<file path="config.mk">
export PLATFORM = sky130hd
export DESIGN_NAME = transition_sequencer
export DESIGN_NICKNAME = d
export VERILOG_FILES = /design/src/rtl/transition_pkg.sv /design/src/rtl/frame_counter.sv /design/src/rtl/transition_sequencer.sv
export SDC_FILE = /design/constraint.sdc
export NUM_CORES = 1
export LEC_CHECK = 0
export BUFFER_PORTS_ARGS = -buffer_cell sky130_fd_sc_hd__buf_2
export CAP_MARGIN = 20
export CORE_MARGIN = 4
export CORE_UTILIZATION = 35
export DETAILED_ROUTE_END_ITERATION = 16
export PLACE_DENSITY = 0.57
export SLEW_MARGIN = 15
export SYNTH_ARGS = -nofsm -noshare
export SYNTH_HDL_FRONTEND = slang
export SYNTH_SLANG_ARGS = --single-unit
</file>
<file path="constraint.sdc">
create_clock -name clk -period 5.2 [get_ports clk]
set_input_delay 0.78 -clock clk [delete_from_list [all_inputs] [get_ports clk]]
set_output_delay 0.78 -clock clk [all_outputs]
set_load 0.02 [all_outputs]
</file>
<file path="src/rtl/transition_pkg.sv">
// Shared types and widths for the between-level transition sequencer.
package transition_pkg;

  typedef enum logic [2:0] {
    GAME = 3'd0,
    ARM  = 3'd1,
    PRE  = 3'd2,
    RUN  = 3'd3,
    POST = 3'd4,
    WON  = 3'd5
  } state_t;

  localparam int LEVEL_W     = 2;
  localparam int FRAME_CNT_W = 10;

endpackage

</file>
<file path="src/rtl/frame_counter.sv">
// Saturating count of startOfFrame pulses with a synchronous clear.
module frame_counter
  import transition_pkg::*;
(
  input  logic                   clk,
  input  logic                   resetN,
  input  logic                   i_sof,
  input  logic                   i_clear,
  output logic [FRAME_CNT_W-1:0] o_count
);

  logic [FRAME_CNT_W-1:0] r_count;

  // Clear wins over a same-clk frame so a new state never inherits that frame.
  always_ff @(posedge clk or negedge resetN) begin
    if (!resetN) begin
      r_count <= '0;
    end else if (i_clear) begin
      r_count <= '0;
    end else if (i_sof && (r_count != {FRAME_CNT_W{1'b1}})) begin
      r_count <= r_count + {{(FRAME_CNT_W-1){1'b0}}, 1'b1};
    end
  end

  assign o_count = r_count;

endmodule

</file>
<file path="src/rtl/transition_sequencer.sv">
// Between-level transition FSM: restart mover, pre-roll, run to edge, post-roll, advance level.
module transition_sequencer
  import transition_pkg::*;
#(
  parameter int PRE_FRAMES     = 30,
  parameter int POST_FRAMES    = 60,
  parameter int TIMEOUT_FRAMES = 600,
  parameter int NUM_LEVELS     = 3
) (
  input  logic               clk,
  input  logic               resetN,
  input  logic               startOfFrame,
  input  logic               levelDone,
  input  logic               gotToEdge,
  input  logic               skipKey,
  output logic               play,
  output logic               moverRestartN,
  output logic               transitionActive,
  output logic               levelAdvance,
  output logic [LEVEL_W-1:0] level,
  output logic               gameWon
);

  localparam logic [FRAME_CNT_W:0] PRE_LIM     = (FRAME_CNT_W+1)'(PRE_FRAMES);
  localparam logic [FRAME_CNT_W:0] POST_LIM    = (FRAME_CNT_W+1)'(POST_FRAMES);
  localparam logic [FRAME_CNT_W:0] TIMEOUT_LIM = (FRAME_CNT_W+1)'(TIMEOUT_FRAMES);
  localparam logic [LEVEL_W-1:0]   LAST_LEVEL  = LEVEL_W'(NUM_LEVELS - 1);

  state_t                 r_state;
  state_t                 w_state_next;
  logic                   w_advance;
  logic                   w_clear;
  logic [FRAME_CNT_W-1:0] w_count;
  logic [FRAME_CNT_W:0]   w_count_inc;
  logic                   w_pre_done;
  logic                   w_post_done;
  logic                   w_run_timeout;
  logic                   r_play;
  logic                   r_mover_restart_n;
  logic                   r_active;
  logic                   r_level_advance;
  logic [LEVEL_W-1:0]     r_level;
  logic                   r_won;

  frame_counter u_frame_counter (
    .clk     (clk),
    .resetN  (resetN),
    .i_sof   (startOfFrame),
    .i_clear (w_clear),
    .o_count (w_count)
  );

  // "Reaches N" means this clk samples the N-th frame since the state was entered.
  assign w_count_inc   = {1'b0, w_count} + {{FRAME_CNT_W{1'b0}}, 1'b1};
  assign w_pre_done    = startOfFrame && (w_count_inc >= PRE_LIM);
  assign w_post_done   = startOfFrame && (w_count_inc >= POST_LIM);
  assign w_run_timeout = startOfFrame && (w_count_inc >= TIMEOUT_LIM);

  // Next-state decode; skipKey behaves exactly like a completed post-roll.
  always_comb begin
    w_state_next = r_state;
    w_advance    = 1'b0;
    case (r_state)
      GAME: begin
        if (levelDone) w_state_next = ARM;
        else           w_state_next = GAME;
      end
      ARM: w_state_next = PRE;
      PRE: begin
        if (skipKey)         w_advance    = 1'b1;
        else if (w_pre_done) w_state_next = RUN;
        else                 w_state_next = PRE;
      end
      RUN: begin
        if (skipKey)                         w_advance    = 1'b1;
        else if (gotToEdge || w_run_timeout) w_state_next = POST;
        else                                 w_state_next = RUN;
      end
      POST: begin
        if (skipKey || w_post_done) w_advance    = 1'b1;
        else                        w_state_next = POST;
      end
      WON:     w_state_next = WON;
      default: w_state_next = GAME;
    endcase
    if (w_advance) w_state_next = (r_level == LAST_LEVEL) ? WON : GAME;
    else           w_state_next = w_state_next;
  end

  assign w_clear = (w_state_next != r_state) || (r_state == GAME) || (r_state == WON);

  // State, level and outputs all decoded from the next state so they move together.
  always_ff @(posedge clk or negedge resetN) begin
    if (!resetN) begin
      r_state           <= GAME;
      r_play            <= 1'b0;
      r_mover_restart_n <= 1'b1;
      r_active          <= 1'b0;
      r_level_advance   <= 1'b0;
      r_level           <= {LEVEL_W{1'b0}};
      r_won             <= 1'b0;
    end else begin
      r_state           <= w_state_next;
      r_play            <= (w_state_next == RUN);
      r_mover_restart_n <= (w_state_next != ARM);
      r_active          <= (w_state_next == ARM) || (w_state_next == PRE) ||
                           (w_state_next == RUN) || (w_state_next == POST);
      r_level_advance   <= w_advance;
      r_won             <= (w_state_next == WON);
      if (w_advance && (r_level != LAST_LEVEL))
        r_level <= r_level + {{(LEVEL_W-1){1'b0}}, 1'b1};
    end
  end

  assign play             = r_play;
  assign moverRestartN    = r_mover_restart_n;
  assign transitionActive = r_active;
  assign levelAdvance     = r_level_advance;
  assign level            = r_level;
  assign gameWon          = r_won;

endmodule

</file>
; ---- After elaboration in Yosys (flattened, before gate mapping)
; Index checks and enable logic that the tools add are counted.
[op_classes]
add_sub_neg = 3
magnitude_cmp = 3
n_eq_ne = 15
n_mux = 14
reduce_logical = 15
[op_table]
columns = cell, n
row1 = 10-bit 2-to-1 mux, 2
row2 = 3-bit 2-to-1 mux, 6
row3 = 3-bit one-hot mux with 6 select lines, 1
row4 = "3-bit by 2-bit equality test with 1-bit output, second input constant", 4
row5 = "3-bit equality test, second input constant", 4
row6 = "10-bit by 1-bit adder with 11-bit output, second input constant", 1
row7 = "11-bit by 10-bit greater-or-equal comparator with 1-bit output, second input constant", 1
row8 = "11-bit by 5-bit greater-or-equal comparator with 1-bit output, second input constant", 1
row9 = "11-bit by 6-bit greater-or-equal comparator with 1-bit output, second input constant", 1
row10 = "10-bit by 1-bit adder with 10-bit output, second input constant", 1
row11 = "10-bit != test, second input constant", 1
row12 = 1-bit logical OR, 7
row13 = "3-bit by 1-bit equality test with 1-bit output, second input constant", 2
row14 = 1-bit logical AND, 5
row15 = 1-bit 2-to-1 mux, 4
row16 = 3-bit zero test, 1
row17 = "3-bit by 1-bit != test with 1-bit output, second input constant", 1
row18 = 3-bit != test, 1
row19 = "2-bit by 1-bit adder with 2-bit output, second input constant", 1
row20 = "2-bit equality test, second input constant", 1
row21 = "2-bit != test, second input constant", 1
row22 = 1-bit one-hot mux with 2 select lines, 1
row23 = 2-bit nonzero test, 1
row24 = 2-bit OR reduction, 1
[word_totals]
reg_bits = 20
input_bits = 6
out_inout_bits = 7
wordCells = 58

; ---- Depth between registers and ports, before layout
[logic_depth]
ltp_word = 12
mapped_depth = 10
mapped_depth_nobuf = 9

; ---- Cells and area by module
; A second synthesis with hierarchy kept.
[hier_totals]
cells_unflattened = 161
area_unflattened_um2 = 1470.2
[modules_own_cells]
columns = module, n_inst, cells_each, area_each_um2, seq_area_each_um2
row1 = transition_sequencer, 1, 106, 933.4, 251.5
row2 = frame_counter, 1, 55, 536.8, 250.2

; ---- Worst setup path after synthesis
; No wires, ideal clock.
[synth_timing]
kind = flip-flop to flip-flop
start = register u_frame_counter.r_count[0] (netlist: u_frame_counter.o_count[0])
end = register u_frame_counter.r_count[1] (netlist: u_frame_counter.o_count[1])
setup_ps = 87
t_arrival_ps = 2553
required_ps = 5113
slack_ps = 2559
stages_incl_launch_ff = 11
n_path_buf = 1
period_less_slack_ps = 2641
path_cell_list = dfrtp_1 -> ha_1 -> buf_2 -> and4_1 -> nand4b_4 -> a31o_1 -> a211o_1 -> o211a_2 -> o41ai_4 -> o2111ai_4 -> a211oi_2
[synth_between]
elab_chain_cells = 12
elab_cells_between_ends = 27
classes_between = 2 x add/sub / 3 x order compare / 2 x eq/ne / 11 x mux / 9 x reduce/logical
[synth_lines]
columns = element, line
row1 = from (decl), frame_counter.sv:12  ; logic [FRAME_CNT_W-1:0] r_count;
row2 = from (signal assigned), frame_counter.sv:21  ; r_count <= r_count + {{(FRAME_CNT_W-1){1'b0}}, 1'b1};
row3 = 10-bit by 1-bit adder with 11-bit output, transition_sequencer.sv:54  ; assign w_count_inc = {1'b0, w_count} + {{FRAME_CNT_W{1'b0}}, 1'b1};
row4 = 11-bit by 10-bit greater-or-equal comparator with 1-bit output, transition_sequencer.sv:57  ; assign w_run_timeout = startOfFrame && (w_count_inc >= TIMEOUT_LIM);
row5 = 1-bit logical AND, transition_sequencer.sv:57
row6 = 1-bit logical OR, transition_sequencer.sv:76  ; else if (gotToEdge || w_run_timeout) w_state_next = POST;
row7 = 3-bit 2-to-1 mux, transition_sequencer.sv:76
row8 = 3-bit 2-to-1 mux, transition_sequencer.sv:75  ; if (skipKey) w_advance = 1'b1;
row9 = 3-bit one-hot mux with 6 select lines, transition_sequencer.sv:63  ; case (r_state)
row10 = 3-bit 2-to-1 mux, transition_sequencer.sv:86  ; if (w_advance) w_state_next = (r_level == LAST_LEVEL) ? WON : GAME;
row11 = 3-bit != test, transition_sequencer.sv:90  ; assign w_clear = (w_state_next != r_state) || (r_state == GAME) || (r_state == WON);
row12 = 1-bit logical OR (2 in series), transition_sequencer.sv:90
row13 = 10-bit 2-to-1 mux / 2-bit nonzero test (equally long branches), -
; Parallel ways exist; a longest one is shown, timed or not. The select of a mux whose other input is x is not followed.
; A chain may end at the register's enable or synchronous reset.

; ---- Worst setup path after layout
[layout_timing]
start = register u_frame_counter.r_count[0] (netlist: u_frame_counter.o_count[0])
end = register u_frame_counter.r_count[6] (netlist: u_frame_counter.o_count[6])
[layout_between]
elab_chain_cells = 12
elab_cells_between_ends = 27
classes_between = 2 x add/sub / 3 x order compare / 2 x eq/ne / 11 x mux / 9 x reduce/logical
[layout_lines]
columns = element, line
row1 = 10-bit by 1-bit adder with 11-bit output *, transition_sequencer.sv:54
row2 = 11-bit by 10-bit greater-or-equal comparator with 1-bit output, transition_sequencer.sv:57
row3 = 1-bit logical AND, transition_sequencer.sv:57
row4 = 1-bit logical OR, transition_sequencer.sv:76
row5 = 3-bit 2-to-1 mux, transition_sequencer.sv:76
row6 = 3-bit 2-to-1 mux, transition_sequencer.sv:75
row7 = 3-bit one-hot mux with 6 select lines, transition_sequencer.sv:63
row8 = 3-bit 2-to-1 mux *, transition_sequencer.sv:86
row9 = named net w_state_next[0], transition_sequencer.sv:30  ; state_t w_state_next;
row10 = 3-bit != test *, transition_sequencer.sv:90
row11 = 1-bit logical OR * (2 in series), transition_sequencer.sv:90
row12 = 10-bit 2-to-1 mux / 2-bit nonzero test (equally long branches), -
; The timed path passes the listed nets; every way through them passes the cells marked *. The select of a mux whose other input is x is not followed.

==> results.yml <==
cts:
  clkTransAtPathRegs_ns: 0.07
  cts_inserted_buffers: 3
  cts_tree: "done"
  clk_path_buf_depth: 2
  h-tree-depth: 1
  cts_resized: 0
  worstSkewPairLatency_ns: 0.26
  cts-root-buf: "clkbuf_8"
  cts_hold_buf: 0
  post-cts-setup-buffers: 0
  clock-sinks: 20
power_and_ir_drop:
  p_clk_frac: 0.191
  internal_power_w: 0.000362
  seqPwrFrac: 0.391
  p_leak_nw: 0.662
  sw_frac_of_total: 0.415
  switchingPower_w: 0.000257
  power_w: 0.000619
  power_density_nw_per_um2: 397
  ir_drop_mv: 0.237
  combPwrFrac: 0.419
detailed_routing:
  dr_total_vias: 1197
  drc_errors: 0
  via_per_inst: 5.52
  drt_iter0_markers: 48
  routed_wl_mm: 3.14
  ant_nets: 0
  first_pass_iters: 6
  detail_route.wl_per_cell_um: 14.5
floorplan:
  die_w_um: 72.4
  io_pins: 13
  start_util: 0.363
  core_um2: 4000
  core.rowCount: 23
  die_y_um: 72.4
  design.die.area_um2: 5240
cells_and_area:
  layout_common_cells: "nor2_1, dfrtp_1, nand2_1"
  layout_commonest_cell: "nor2_1"
  nets: 177
  drive_gt1_frac: 0.162
  fillers: 391
  area_growth_pct: 7.59
  diodes: 0
run_status:
  status: "finished clean"
place:
  dp_hpwl_mm: 2.40
  place_congestion: 0.924
  port_buffers: 12
synth:
  synth_top_area_share: 0.328
  syn_area_per_cell_um2: 8.95
  ys_seq_area_frac: 0.346
  synthCells: 162
  synth_cell_types: 52
  synth_fa_ha_area_frac: 0.0259
  syn-cell-area_um2: 1450
  ys.flop_type: "dfrtp_1"
  synth_top_family_by_area: "simple AND/OR/NAND/NOR gates"
  synth_edf_count: 0
  synth_area_leader_cell: "dfrtp_1"
  synthXorXnorAreaFrac: 0.0664
  yosys.area_share.simple: 0.254
  synth_compound_gate_area_share: 0.243
  synthMuxAreaShare: 0
  async_reset_ff_frac: 1.00
  synth-seq-cells: 20
  synthTopCellsByArea: "dfrtp_1, nor2_1, nand2_1"
  yosysWarnings: 0
  syn_nets: 171
global_routing:
  gr-usage-all-layers: 0.131
  busiest_layer: "met2"
  global_route.usage.met1: 0.185
  grt_use_met2: 0.203
  grt_pass1_wl_mm: 5.56
  overflow: 0
  use_met3: 0.0152
  antenna_found_initial: 0
  grt_max_degree: 21
  grt_pass1_vias: 1178
sta:
  hold_viol: 0
  clock.fmax_mhz: 326
  maxSlewViolCount: 0
  relSlewSlack: 0.645
  clock_skew_ns: 0.00378
  fin_crit_ns: 3.07
  tns_ns: 0
  setup_viol_count_final: 0
  period_share: 0.591
  rsz0062_at_grt: "no"
  worst_pin_slew_ns: 0.526
worst_setup_path:
  slowest_stage: "dfrtp_1"
  crit_path_start: "u_frame_counter.o_count[0]"
  path_class: "flop to flop"
  worstPathRequired_ns: 5.33
  cp-start-kind: "flop"
  reg2reg_from: "u_frame_counter.o_count[0]"
  setup.worst_path.end_class: "flop"
  worstPathArrival_ns: 3.20
  worstPathCellList: "ha_1 > and4_1 > and4bb_2 > o221ai_1 > a21oi_2 > nand2b_1 > o211ai_2 > o2111ai_4 > nor2_1"
  path_max_fanout: 10
  critPathMaxStageDelay_ns: 0.50
flow_run:
  drv_cap: 0
min_path:
  hold_class: "primary input to asynchronous set/reset pin"
-- cells by family (layout without fill, tap and decap cells) --
logic type | count (synthesis) | after routing
adders and majority gates | 3 | 3
buffers and inverters | 18 | 23
AOI/OAI and AO/OA | 43 | 43
DFF | 20 | 20
and+or+nand+nor | 67 | 67
xor gates and xnor gates | 11 | 11
-- per-stage QoR --
step	setup WS [ns]	instance area, um^2	cells	util	hold slack (ns)
3_3_place_gp	2.28	1510	213	0.376	0.533
3_5_place_dp	2.16	1510	213	0.376	0.551
5_1_grt	1.90	1560	217	0.390	0.491
2_1_floorplan	2.56	1450	162	-	0.484
4_1_cts	2.16	1560	217	0.390	0.474
6_report	2.13	1560	217	0.390	0.460
-- cell type report --
cell class	instances	area, um^2	area share
Clock buffer	4	55.1	0.0353
Inverter	7	26.3	0.0168
Multi-Input combinational cell	124	855	0.548
Sequential cell	20	502	0.322
Tap cell	50	62.6	0.0401
Timing Repair Buffer	12	60.1	0.0385
-- power groups by stage --
stage,sequential [W],clock [W],combinational (W)
CTS,0.000241,0.000122,0.000263
global placement,0.000241,0,0.000261
detailed placement,0.000244,0,0.000263
global route,0.000250,0.000128,0.000290
floorplan,0.000246,0,0.000194
finish,0.000242,0.000118,0.000259
-- per-layer routing --
layer | wire length, um | share of wire
met1 | 1570 | 0.50
met2 | 1430 | 0.46
met3 | 83 | 0.026
met4 | 55 | 0.018
met5 | 0 | 0
-- Yosys cell counts, drive strengths merged, types with 2 or more instances --
| library cell | n |
|---|---|
| clkbuf | 4 |
| buf | 7 |
| xnor2 | 5 |
| nand2 | 15 |
| a31o | 2 |
| o21ai | 7 |
| o21a | 2 |
| or3 | 2 |
| a32oi | 2 |
| dfrtp | 19 |
| nand3 | 7 |
| o221ai | 3 |
| a211oi | 2 |
| inv | 7 |
| a21boi | 2 |
| o31ai | 3 |
| a21oi | 9 |
| xor2 | 6 |
| nand2b | 2 |
| nor2 | 20 |
| ha | 3 |
| o41ai | 3 |
| nand3b | 2 |
| and2 | 2 |
| and3 | 2 |
| nand4b | 2 |
| nand4 | 4 |
| and4 | 2 |
-- sequential cells by signal, summed over array words and instances (netlist names) --
register                 flops
moverRestartN                1
u_frame_counter.o_count     10
gameWon                      1
transitionActive             1
levelAdvance                 1
play                         1
level                        2
r_state                      3
-- final timing paths --
check | slack [ns] | to | cells after the start
worst min-delay path | 0.46 | play | 1
max in group asynchronous | 4.41 | moverRestartN | 1
worst max-delay path | 2.13 | u_frame_counter.o_count[6] | 9
worst max register to register | 2.13 | u_frame_counter.o_count[6] | 9
min in group clk | 0.56 | level[1] | 2
worst min register to register | 0.56 | level[1] | 2
-- worst max-delay path, delay by kind of cell (launching register included) --
| kind | cells | cell delay (ns) |
|---|---|---|
| AOI/OAI and AO/OA | 4 | 1.07 |
| adders and majority gates | 1 | 0.38 |
| DFF | 1 | 0.50 |
| and+or+nand+nor | 4 | 0.98 |
Power figures use the tool's default switching activity.
